File: config.mk
export PLATFORM = sky130hd
export DESIGN_NAME = sseg_scan_decoder
export DESIGN_NICKNAME = d
export VERILOG_FILES = /design/src/rtl/sseg_pkg.sv /design/src/rtl/sseg_pattern_decode.sv /design/src/rtl/sseg_scan_decoder.sv
export SDC_FILE = /design/constraint.sdc
export NUM_CORES = 1
export LEC_CHECK = 0
export BUFFER_PORTS_ARGS = -buffer_cell sky130_fd_sc_hd__buf_2
export CAP_MARGIN = 20
export CORE_MARGIN = 2
export CORE_UTILIZATION = 55
export DETAILED_ROUTE_END_ITERATION = 7
export GPL_TIMING_DRIVEN = 0
export PLACE_DENSITY = 0.75
export SYNTH_ARGS = -nofsm -noshare
export SYNTH_HDL_FRONTEND = slang
export SYNTH_SLANG_ARGS = --single-unit
File: constraint.sdc
create_clock -name clk -period 3.55 [get_ports clk]
set_clock_uncertainty 0.15 [all_clocks]
set_input_delay 0.71 -clock clk [delete_from_list [all_inputs] [get_ports clk]]
set_output_delay 0.71 -clock clk [all_outputs]
set_load 0.02 [all_outputs]
File: src/rtl/sseg_pkg.sv
// Shared seven-segment definitions: hex-digit segment table {g,f,e,d,c,b,a} and scan defaults.
package sseg_pkg;

    localparam int NUM_DIGITS_DEF = 4;

    // Entry k is the active-high segment pattern for hex digit k.
    localparam logic [15:0][6:0] SEG_TABLE = {
        7'h71, 7'h79, 7'h5E, 7'h39, 7'h7C, 7'h77, 7'h67, 7'h7F,
        7'h07, 7'h7D, 7'h6D, 7'h66, 7'h4F, 7'h5B, 7'h06, 7'h3F
    };

    function automatic logic [6:0] seg_of(input logic [3:0] h);
        return SEG_TABLE[h];
    endfunction

endpackage

File: src/rtl/sseg_pattern_decode.sv
// Combinational reverse lookup of an active-high segment code into a hex digit.
// Zero latency; no backpressure. hit=0 when bits [6:0] match no table entry.
module sseg_pattern_decode
    import sseg_pkg::*;
(
    input  logic [7:0] code,
    output logic [3:0] hex,
    output logic       dp,
    output logic       hit
);

    always_comb begin
        hex = '0;
        hit = 1'b0;
        dp  = code[7];
        for (int k = 0; k < 16; k++) begin
            if (code[6:0] == SEG_TABLE[k]) begin
                hex = 4'(k);
                hit = 1'b1;
            end
        end
    end

endmodule

File: src/rtl/sseg_scan_decoder.sv
// Recovers per-digit hex values from a scanned 7-segment display bus with debounce-style acceptance.
// Latency: 2 edges from an[i] falling to hex update; purely observing, no backpressure.
module sseg_scan_decoder
    import sseg_pkg::*;
#(
    parameter int NUM_DIGITS = NUM_DIGITS_DEF,
    parameter int STABLE_CNT = 3
) (
    input  logic                    clk,
    input  logic                    rst_n,
    input  logic                    active_high,
    input  logic [NUM_DIGITS-1:0]   an,
    input  logic [7:0]              sseg,
    output logic [4*NUM_DIGITS-1:0] hex,
    output logic [NUM_DIGITS-1:0]   dp,
    output logic [NUM_DIGITS-1:0]   valid,
    output logic [NUM_DIGITS-1:0]   err,
    output logic                    update
);

    localparam logic [3:0] STABLE = 4'(STABLE_CNT);

    logic [NUM_DIGITS-1:0] r_an;
    logic [7:0]            r_sseg;
    // A digit may only be strobed after an[i] has been seen low since reset,
    // so a strobe interrupted by reset never produces a capture.
    logic [NUM_DIGITS-1:0] armed;

    logic [3:0]            cand_hex [NUM_DIGITS];
    logic [NUM_DIGITS-1:0] cand_dp;
    logic [3:0]            cnt      [NUM_DIGITS];
    logic [3:0]            cnt_nxt  [NUM_DIGITS];

    logic                  multi_hot;
    logic [NUM_DIGITS-1:0] capture;
    logic [NUM_DIGITS-1:0] load;
    logic [7:0]            norm;
    logic [3:0]            dec_hex;
    logic                  dec_dp;
    logic                  dec_hit;

    assign multi_hot = |(an & (an - NUM_DIGITS'(1)));
    assign capture   = r_an & ~an & {NUM_DIGITS{~multi_hot}};
    assign norm      = active_high ? r_sseg : ~r_sseg;

    sseg_pattern_decode u_decode (
        .code (norm),
        .hex  (dec_hex),
        .dp   (dec_dp),
        .hit  (dec_hit)
    );

    always_comb begin
        for (int i = 0; i < NUM_DIGITS; i++) begin
            cnt_nxt[i] = 4'd1;
            load[i]    = 1'b0;
            if (cand_hex[i] == dec_hex && cand_dp[i] == dec_dp) begin
                cnt_nxt[i] = (cnt[i] >= STABLE) ? STABLE : cnt[i] + 4'd1;
            end
            if (capture[i] && dec_hit && cnt_nxt[i] == STABLE &&
                (!valid[i] || hex[4*i +: 4] != dec_hex || dp[i] != dec_dp)) begin
                load[i] = 1'b1;
            end
        end
    end

    always_ff @(posedge clk) begin
        if (!rst_n) begin
            r_an    <= '0;
            r_sseg  <= '0;
            armed   <= ~an;
            hex     <= '0;
            dp      <= '0;
            valid   <= '0;
            err     <= '0;
            update  <= 1'b0;
            cand_dp <= '0;
            for (int i = 0; i < NUM_DIGITS; i++) begin
                cand_hex[i] <= '0;
                cnt[i]      <= '0;
            end
        end else begin
            r_sseg <= sseg;
            r_an   <= multi_hot ? '0 : (an & armed);
            armed  <= armed | ~an;
            update <= |load;
            for (int i = 0; i < NUM_DIGITS; i++) begin
                if (capture[i]) begin
                    if (dec_hit) begin
                        err[i]      <= 1'b0;
                        cand_hex[i] <= dec_hex;
                        cand_dp[i]  <= dec_dp;
                        cnt[i]      <= cnt_nxt[i];
                        if (load[i]) begin
                            hex[4*i +: 4] <= dec_hex;
                            dp[i]         <= dec_dp;
                            valid[i]      <= 1'b1;
                        end
                    end else begin
                        err[i] <= 1'b1;
                        cnt[i] <= '0;
                    end
                end
            end
        end
    end

endmodule

## After elaboration in Yosys (flattened, before gate mapping)

Memory sizes are Yosys's and may differ from the RTL's.
Cells that the tools add are included.

| cells by class | value |
|---|---|
| add/subtract/negate cells | 5 |
| order comparisons | 4 |
| equal/unequal tests | 36 |
| muxes and demuxes | 84 |
| bitwise logic cells | 21 |
| reductions and logical operators | 39 |

Operators with widths:

| kind | number |
|---|---|
| 4-bit two-way mux | 29 |
| 7-bit == test (second input constant) | 12 |
| 1-bit two-way mux | 48 |
| 4-bit by 1-bit adder with 4-bit output (second input constant) | 4 |
| 4-bit bitwise AND | 4 |
| 4-bit by 2-bit == test with 1-bit output (second input constant) | 4 |
| 4-bit == test | 4 |
| 4-bit by 2-bit greater-or-equal comparator with 1-bit output (second input constant) | 4 |
| 1-bit logical AND | 16 |
| 4-bit != test | 4 |
| 7-bit by 3-bit == test with 1-bit output (second input constant) | 2 |
| 7-bit by 6-bit == test with 1-bit output (second input constant) | 2 |
| 3-bit two-way mux | 4 |
| 1-bit OR | 12 |
| 3-bit AND reduction | 4 |
| 1-bit logical OR | 8 |
| 8-bit two-way mux | 1 |
| 8-bit NOT | 1 |
| 2-bit AND reduction | 4 |
| 4-bit OR reduction | 2 |
| 5-bit OR reduction | 1 |
| 1-bit == test | 4 |
| 1-bit logical NOT | 4 |
| 2-bit two-way mux | 2 |
| 5 further kinds | 9 |

| word-level totals | value |
|---|---|
| bits in registers | 49 |
| bits in writable memories | 32 |
| bits of input ports | 15 |
| output and inout port bits | 29 |
| word-level logic and storage cells | 215 |
| memories kept | 2 |

Memories:

| name | depth | width | rd ports | clocked after memory_dff | wr ports | RTL line | text |
|---|---|---|---|---|---|---|---|
| cand_hex | 4 | 4 | 4 | 0 | 4 | sseg_scan_decoder.sv:29 | `logic [3:0] cand_hex [NUM_DIGITS];` |
| cnt | 4 | 4 | 4 | 0 | 4 | sseg_scan_decoder.sv:31 | `logic [3:0] cnt [NUM_DIGITS];` |

## Depth between registers and ports, before layout

Gate-level depths: netlist of run 1.

| depth | value |
|---|---|
| depth after elaboration | 26 |
| gate-level depth with buffers | 14 |
| gate-level depth less buffers | 9 |

## Hierarchy

Synthesis of run 1 repeated with hierarchy kept, for this count alone.

| unflattened totals | value |
|---|---|
| cells, all modules | 418 |
| area, all modules | 4162.7 um^2 |

By module, submodules not included:

| module | instances | cells an instance | area each (um^2) | seq. area each (um^2) |
|---|---|---|---|---|
| sseg_scan_decoder | 1 | 359 | 3776.1 | 1941.9 |
| sseg_pattern_decode | 1 | 59 | 386.6 | 0.0 |

## Least setup slack after synthesis of run 1

OpenSTA, ideal clock, no wires.

| timing path | value |
|---|---|
| path type | in2reg |
| start point | input active_high |
| end point | register hex[11] |
| library setup time | 126 ps |
| arrival time | 3064 ps |
| required time | 3274 ps |
| slack | 209 ps |
| stages on the path | 11 |
| buffers on the path | 2 |
| cells stage by stage | buf_4 or3_1 a2111oi_0 a21oi_1 o21a_1 nand2_4 xnor2_1 nand4_1 or4_1 buf_2 mux2i_1 |

| on the way | value |
|---|---|
| word-level cells in the longest chain between the ends | 25 |
| elaborated cells between the ends (all ways) | 62 |
| those cells by class | eq/ne (21); mux (34); reduce/logical (7) |

RTL lines:

| what | RTL line | text |
|---|---|---|
| from (decl) | sseg_scan_decoder.sv:11 | `input logic active_high,` |
| 8-bit two-way mux (*) | sseg_scan_decoder.sv:44 | `assign norm = active_high ? r_sseg : ~r_sseg;` |
| 7-bit by 3-bit == test with 1-bit output | sseg_pattern_decode.sv:17 | `if (code[6:0] == SEG_TABLE[k]) begin` |
| 1-bit two-way mux | sseg_pattern_decode.sv:17 |  |
| 2-bit two-way mux (2 in series) | sseg_pattern_decode.sv:17 |  |
| 3-bit two-way mux (4 in series) | sseg_pattern_decode.sv:17 |  |
| 4-bit two-way mux (8 in series) | sseg_pattern_decode.sv:17 |  |
| 4-bit == test | sseg_scan_decoder.sv:57 | `if (cand_hex[i] == dec_hex && cand_dp[i] == dec_dp) begin` |
| 1-bit logical AND | sseg_scan_decoder.sv:57 |  |
| 4-bit two-way mux | sseg_scan_decoder.sv:57 |  |
| 4-bit by 2-bit == test with 1-bit output | sseg_scan_decoder.sv:60 | `if (capture[i] && dec_hit && cnt_nxt[i] == STABLE &&` |
| 1-bit logical AND (2 in series) | sseg_scan_decoder.sv:60 |  |
| 1-bit two-way mux | sseg_scan_decoder.sv:60 |  |
| 3-bit AND reduction (no line) | n/a |  |
| to (signal, indexed assignment) | sseg_scan_decoder.sv:95 | `hex[4*i +: 4] <= dec_hex;` |
| to (decl) | sseg_scan_decoder.sv:14 | `output logic [4*NUM_DIGITS-1:0] hex,` |

Every way passes the cells marked *; elsewhere a longest branch is shown, timed or not.
A chain may end at the register's enable or synchronous reset.

## Final worst setup path of run 1

| timing path | value |
|---|---|
| start point | input active_high |
| end point | register hex[13] |

Same word-level chain as after synthesis.

==> results of run 1 <==
[layout by cell type (no fill, tap or decap), types with 4 or more instances in the layout]
cell type,synthesis,final
nand3b_1,5,5
nor3_1,17,15
clkbuf_8,0,10
a21oi_1,22,21
inv_1,11,11
or2_1,4,4
and3_1,5,5
o22ai_1,9,7
a31oi_1,4,4
dfxtp_1,49,48
mux2i_1,14,14
a22oi_1,6,6
ha_1,4,4
o21ai_0,15,15
xor2_1,14,13
or3b_1,6,6
nand2b_1,11,11
edfxtp_1,32,32
and2_1,10,10
buf_4,5,6
nand2_1,49,49
clkbuf_1,10,9
nand3_1,12,11
nor2_1,39,38
nor4_1,5,4
buf_2,9,50
a211oi_1,6,6
o21a_1,5,4
conb_1,1,8
xnor2_1,26,26
nor2b_1,7,7
[tightest hold or removal path: cells and delay by family, from the launching register on]
family	cells	cell delay, ps
DFF	1	320
and+or+nand+nor	2	90
[flip-flops by register name (all words and copies together) (netlist names)]
register	count
err	4
cand_dp	4
update	1
hex	16
r_sseg	8
cand_hex	16
cnt	16
r_an	4
valid	4
armed	4
dp	4
[stage by stage]
stage / hold WS, ps / setup TNS [ps] / utilization (%) / cells / instance area [um2]
2_1_floorplan: 267 / 0 / - / 475 / 4470
3_3_place_gp: 275 / -7660 / 61.8 / 618 / 4800
3_5_place_dp: 277 / -9380 / 61.8 / 618 / 4800
4_1_cts: 289 / 0 / 64.2 / 634 / 4980
5_1_grt: 311 / -192 / 65.2 / 635 / 5060
6_report: 288 / 0 / 65.2 / 635 / 5060
[final cells by class]
type / count / area, um2
fillers: 662 / 2700
multi-input cells: 356 / 2420
flip-flops and latches: 81 / 1940
repair buffers: 42 / 213
plain buffers: 27 / 149
clock buffers: 11 / 141
well taps: 102 / 128
inverters: 11 / 41.3
clock inverters: 5 / 31.3
[routing by layer]
metal	GRT usage, %	share of wire [%]	vias up
li1	-	-	1813
met1	33.5	41	1789
met4	12.7	2.0	0
met2	42.8	48	170
met5	0	0	-
met3	5.14	8.3	24
[power by group]
group / switching, W / internal, W
logic: 0.000162 / 0.0000885
registers: 0.0000149 / 0.000991
clock network: 0.000339 / 0.000272
[timing repair]
action,4_1_cts,5_1_grt
resized for setup,2,18
endpoints found under the setup margin,7,27
buffers inserted,0,1
pin swaps,0,3
[path summary, 6_finish.rpt]
kind | startpoint | endpoint | cells past startpoint
worst max register to register | r_sseg[6] | hex[13] | 10
worst min-delay path | armed[3] | r_an[3] | 2
worst min register to register | armed[3] | r_an[3] | 2
worst max-delay path | active_high | hex[13] | 12
[cells by family after synthesis]
| logic type | count (synthesis) | synth area share, % |
|---|---|---|
| multiplexers | 15 | 3.41 |
| flip-flops | 81 | 43.7 |
| other | 1 | 0.0844 |
| AND/OR/NAND/NOR | 189 | 22.6 |
| AO/OA/AOI/OAI | 98 | 16.6 |
| buffers and inverters | 38 | 4.22 |
| adder cells (fa/ha/maj) | 6 | 1.58 |
| XOR/XNOR | 40 | 7.88 |
==> results.yml, run 1 <==
setup_path:
  max_stage_delay_ps: 600
  cp_slowest_cell: "or4_4"
  reg2reg_slack_ps: 120
  cp_num_buf_inv: 4
  critPathKind: "input pin to register"
  path_cells: "buf_2 -> buf_4 -> buf_6 -> buf_4 -> nor3_1 -> o21ai_0 -> nand3_2 -> or2_1 -> o32a_1 -> or4_4 -> nor3_1 -> nor3_1"
  arrival_ps: 3580
  cp_max_fo: 10
  crit_required_ps: 3640
  cp-start-kind: "input pin"
  critPathTopFamily: "simple AND/OR/NAND/NOR gates"
  cpMostUsedCell: "nor3_1"
  worst_setup_path_end_kind: "register"
placed_design:
  gp_congestion: 0.941
  dp_slack_ps: -412
  dpl.hpwl_mm: 7.92
  portBuffers: 41
floorplanning:
  core_mm2: 0.00777
  io_pins: 44
  initial_core_util_pct: 57.2
  dieHeight_um: 93.9
  rows: 32
  die_w_um: 93.9
  die_area_mm2: 0.00882
global_route:
  antenna_found_initial: 0
  grt_pass1_wl_mm: 17.7
  grt_usage_pct: 26.3
  grt_pass1_vias: 3604
  grt.overflow.total: 0
  grt_max_degree: 15
cts:
  h-tree-depth: 3
  path_clk_slew_ps: 80
  clockBufferDepth: 2
  clock_latency_ps: 360
  root_buffer: "clkbuf_8"
  postCtsHoldBufs: 0
  cts_inserted_buffers: 9
  clock-sinks: 81
  tritoncts: "built"
yosys:
  synth.ff_latch_count: 81
  synth_largest_area_cell: "dfxtp_1"
  synth_common_cells: "49 x dfxtp_1, 49 x nand2_1, 39 x nor2_1, 32 x edfxtp_1, 26 x xnor2_1"
  yosysWarnings: 0
  avgSynthCellArea_um2: 9.50
  synthTopCellsByArea: "dfxtp_1 22%, edfxtp_1 22%, xnor2_1 5.1%, nand2_1 4.1%, nor2_1 3.3%"
  ys_seq_area_share_pct: 43.7
  ys.flop_type: "dfxtp_1"
  synth_edf_count: 32
  syn_area_mm2: 0.00444
  synth_top_area_share_pct: 22.1
  ys_types: 70
  synthCells: 468
  async_flop_share_pct: 0
power:
  leakage_nw: 1.96
  powerDensity_mw_per_mm2: 369
  power_w: 0.00187
  vdd_drop_max_v: 0.000314
sta:
  hold_viol_final: 0
  relSlewSlack_pct: 49.7
  worstMarginPinSlew_ps: 755
  fin_ws_ps: 59.7
  finalCritPeriodShare_pct: 98.3
  finalSetupViolations: 0
  finalCriticalPeriod_ps: 3490
  fmax_mhz: 287
  slew_viol_final: 0
route:
  drt-initial-drc-count: 227
  wl_mm: 11.2
  ant_nets: 0
  drc: 0
  drtPass1Iterations: 5
  wl_per_cell_um: 17.6
  vias_per_cell: 5.98
  num_vias: 3796
cells_and_area:
  nets: 547
  antenna_cells: 0
  drive_gt1_share_pct: 20.3
  area_growth_pct: 13.9
worst_hold_path:
  hold_path_class: "register to register"
run_status:
  status: "finished clean"
flow_run:
  cap_viol_max_count: 0
Note: power is estimated with default switching activity, not from simulation.
==> run 2: changes to the inputs <==
- PLACE_DENSITY: 0.75 -> 0.85
==> run 2 against run 1 <==
Compared with the run above: via count rose by 3.2%; design area rose by 1.6%; non-clock buffer count rose by 4; count of clock-buffer cells in the layout did not move; critical path depth rose by 1; fmax rose by 0.31%; die area did not move; largest cell class unchanged.
==> results.yml, run 2 (synthesis results as in run 1) <==
placed_design:
  gp_congestion: 0.930
  placed_area_mm2: 0.00480
  dp_slack_ps: -521
  portBuffers: 41
  dpl.hpwl_mm: 8.20
sta:
  fin_ws_ps: 70.4
  fmax_mhz: 287
  finalCriticalPeriod_ps: 3480
  slew_viol_final: 0
  finalSetupViolations: 0
  hold_viol_final: 0
  relSlewSlack_pct: 54.5
  worstMarginPinSlew_ps: 681
  finalCritPeriodShare_pct: 98.0
route:
  drtPass1Iterations: 5
  wl_mm: 11.5
  wl_per_cell_um: 18.0
  ant_nets: 0
  num_vias: 3916
  vias_per_cell: 6.13
  drc: 0
  drt-initial-drc-count: 224
floorplanning:
  die_w_um: 93.9
  io_pins: 44
  rows: 32
  dieHeight_um: 93.9
  core_mm2: 0.00777
  die_area_mm2: 0.00882
  initial_core_util_pct: 57.2
global_route:
  grt_usage_pct: 26.9
  grt_pass1_wl_mm: 18.3
  grt.overflow.total: 0
  grt_pass1_vias: 3789
  grt_max_degree: 14
  antenna_found_initial: 0
setup_path:
  crit_required_ps: 3630
  worst_setup_path_end_kind: "register"
  path_cells: "buf_2 -> buf_4 -> buf_6 -> buf_4 -> nand3_1 -> o311ai_0 -> a32oi_1 -> o221ai_4 -> xnor2_1 -> o32a_1 -> or4_4 -> nor2_4 -> a311oi_1"
  arrival_ps: 3560
  cp_slowest_cell: "or4_4"
  critPathTopFamily: "compound AO/OA/AOI/OAI gates"
  cp-start-kind: "input pin"
  critPathKind: "input pin to register"
  cp_max_fo: 10
  cpMostUsedCell: "buf_4"
  cp_num_buf_inv: 4
  max_stage_delay_ps: 600
cts:
  path_clk_slew_ps: 80
  h-tree-depth: 3
  root_buffer: "clkbuf_8"
  clock-sinks: 81
  clock_latency_ps: 360
  tritoncts: "built"
  clockBufferDepth: 2
  postCtsHoldBufs: 0
  cts_inserted_buffers: 9
cells_and_area:
  area_growth_pct: 15.8
  reg_top3: "cand_hex x16, cnt x16, hex x16"
  final_cell_area_mm2: 0.00514
  nets: 551
  antenna_cells: 0
  drive_gt1_share_pct: 20.1
  layout_common_cells: "49 x nand2_1, 49 x dfxtp_1, 48 x buf_2"
power:
  vdd_drop_max_v: 0.000318
  powerDensity_mw_per_mm2: 375
  leakage_nw: 1.98
flow_run:
  cap_viol_max_count: 0
worst_hold_path:
  hold_path_class: "register to register"
run_status:
  status: "finished clean"
run 2: changes by cell type in the layout (fill, tap and decap cells not counted), moves of 2 or more:
cell      delta
buf_2        -2
clkbuf_1     +2
clkbuf_4     +2
buf_4        +3
run 2: tightest hold or removal path, delay by kind of cell, from the launching register on:
kind / cells / cell delay (ps)
and+or+nand+nor: 2 / 90
DFF: 1 / 310
run 2: final timing paths:
path               start      end  slack (ps)  cells after the start
max          active_high  hex[12]          70                     13
min             armed[2]  r_an[2]         290                      2
max reg2reg    r_sseg[5]  hex[12]         160                      9
min reg2reg     armed[2]  r_an[2]         290                      2
run 2: final cells by class:
class | count | area [um2]
sequential | 81 | 1940
fill | 629 | 2620
clock buffer | 11 | 131
clock inverter | 5 | 56.3
tap | 102 | 128
buffer | 27 | 160
inverter | 11 | 41.3
multi-input combinational | 356 | 2440
timing repair buffer | 46 | 243
run 2: repair_timing:
| item | 4_1_cts | 5_1_grt |
|---|---|---|
| pin swaps | 1 | 3 |
| endpoints found under the setup margin | 11 | 27 |
| resized for setup | 4 | 22 |
| endpoints found under the hold margin | 0 | 0 |
| setup buffers | 0 | 5 |
run 2: power breakdown:
group	internal, W	total (W)	switching (W)	leakage (nW)
clock	0.000324	0.000660	0.000335	0.0933
combinational	0.0000939	0.000261	0.000167	1.17
sequential	0.000991	0.00101	0.0000157	0.724
run 2: metrics by stage:
step | utilization (%) | hold slack, ps | power (W) | std cells | setup TNS [ps]
after detailed placement | 61.8 | 280 | 0.00126 | 618 | -11600
final | 66.2 | 292 | 0.00193 | 639 | 0
after global placement | 61.8 | 273 | 0.00125 | 618 | -6500
after CTS | 64.5 | 292 | 0.00190 | 634 | 0
after global routing | 66.2 | 313 | 0.00200 | 639 | -284
after floorplan | - | 267 | 0.00120 | 475 | 0
run 2: routing by layer:
layer / up-vias / global-route usage, % / routed length, um
li1: 1828 / - / -
met1: 1875 / 34.6 / 4610
met2: 176 / 44.5 / 5790
met3: 37 / 4.41 / 748
met4: 0 / 12.3 / 360
met5: - / 0 / 0
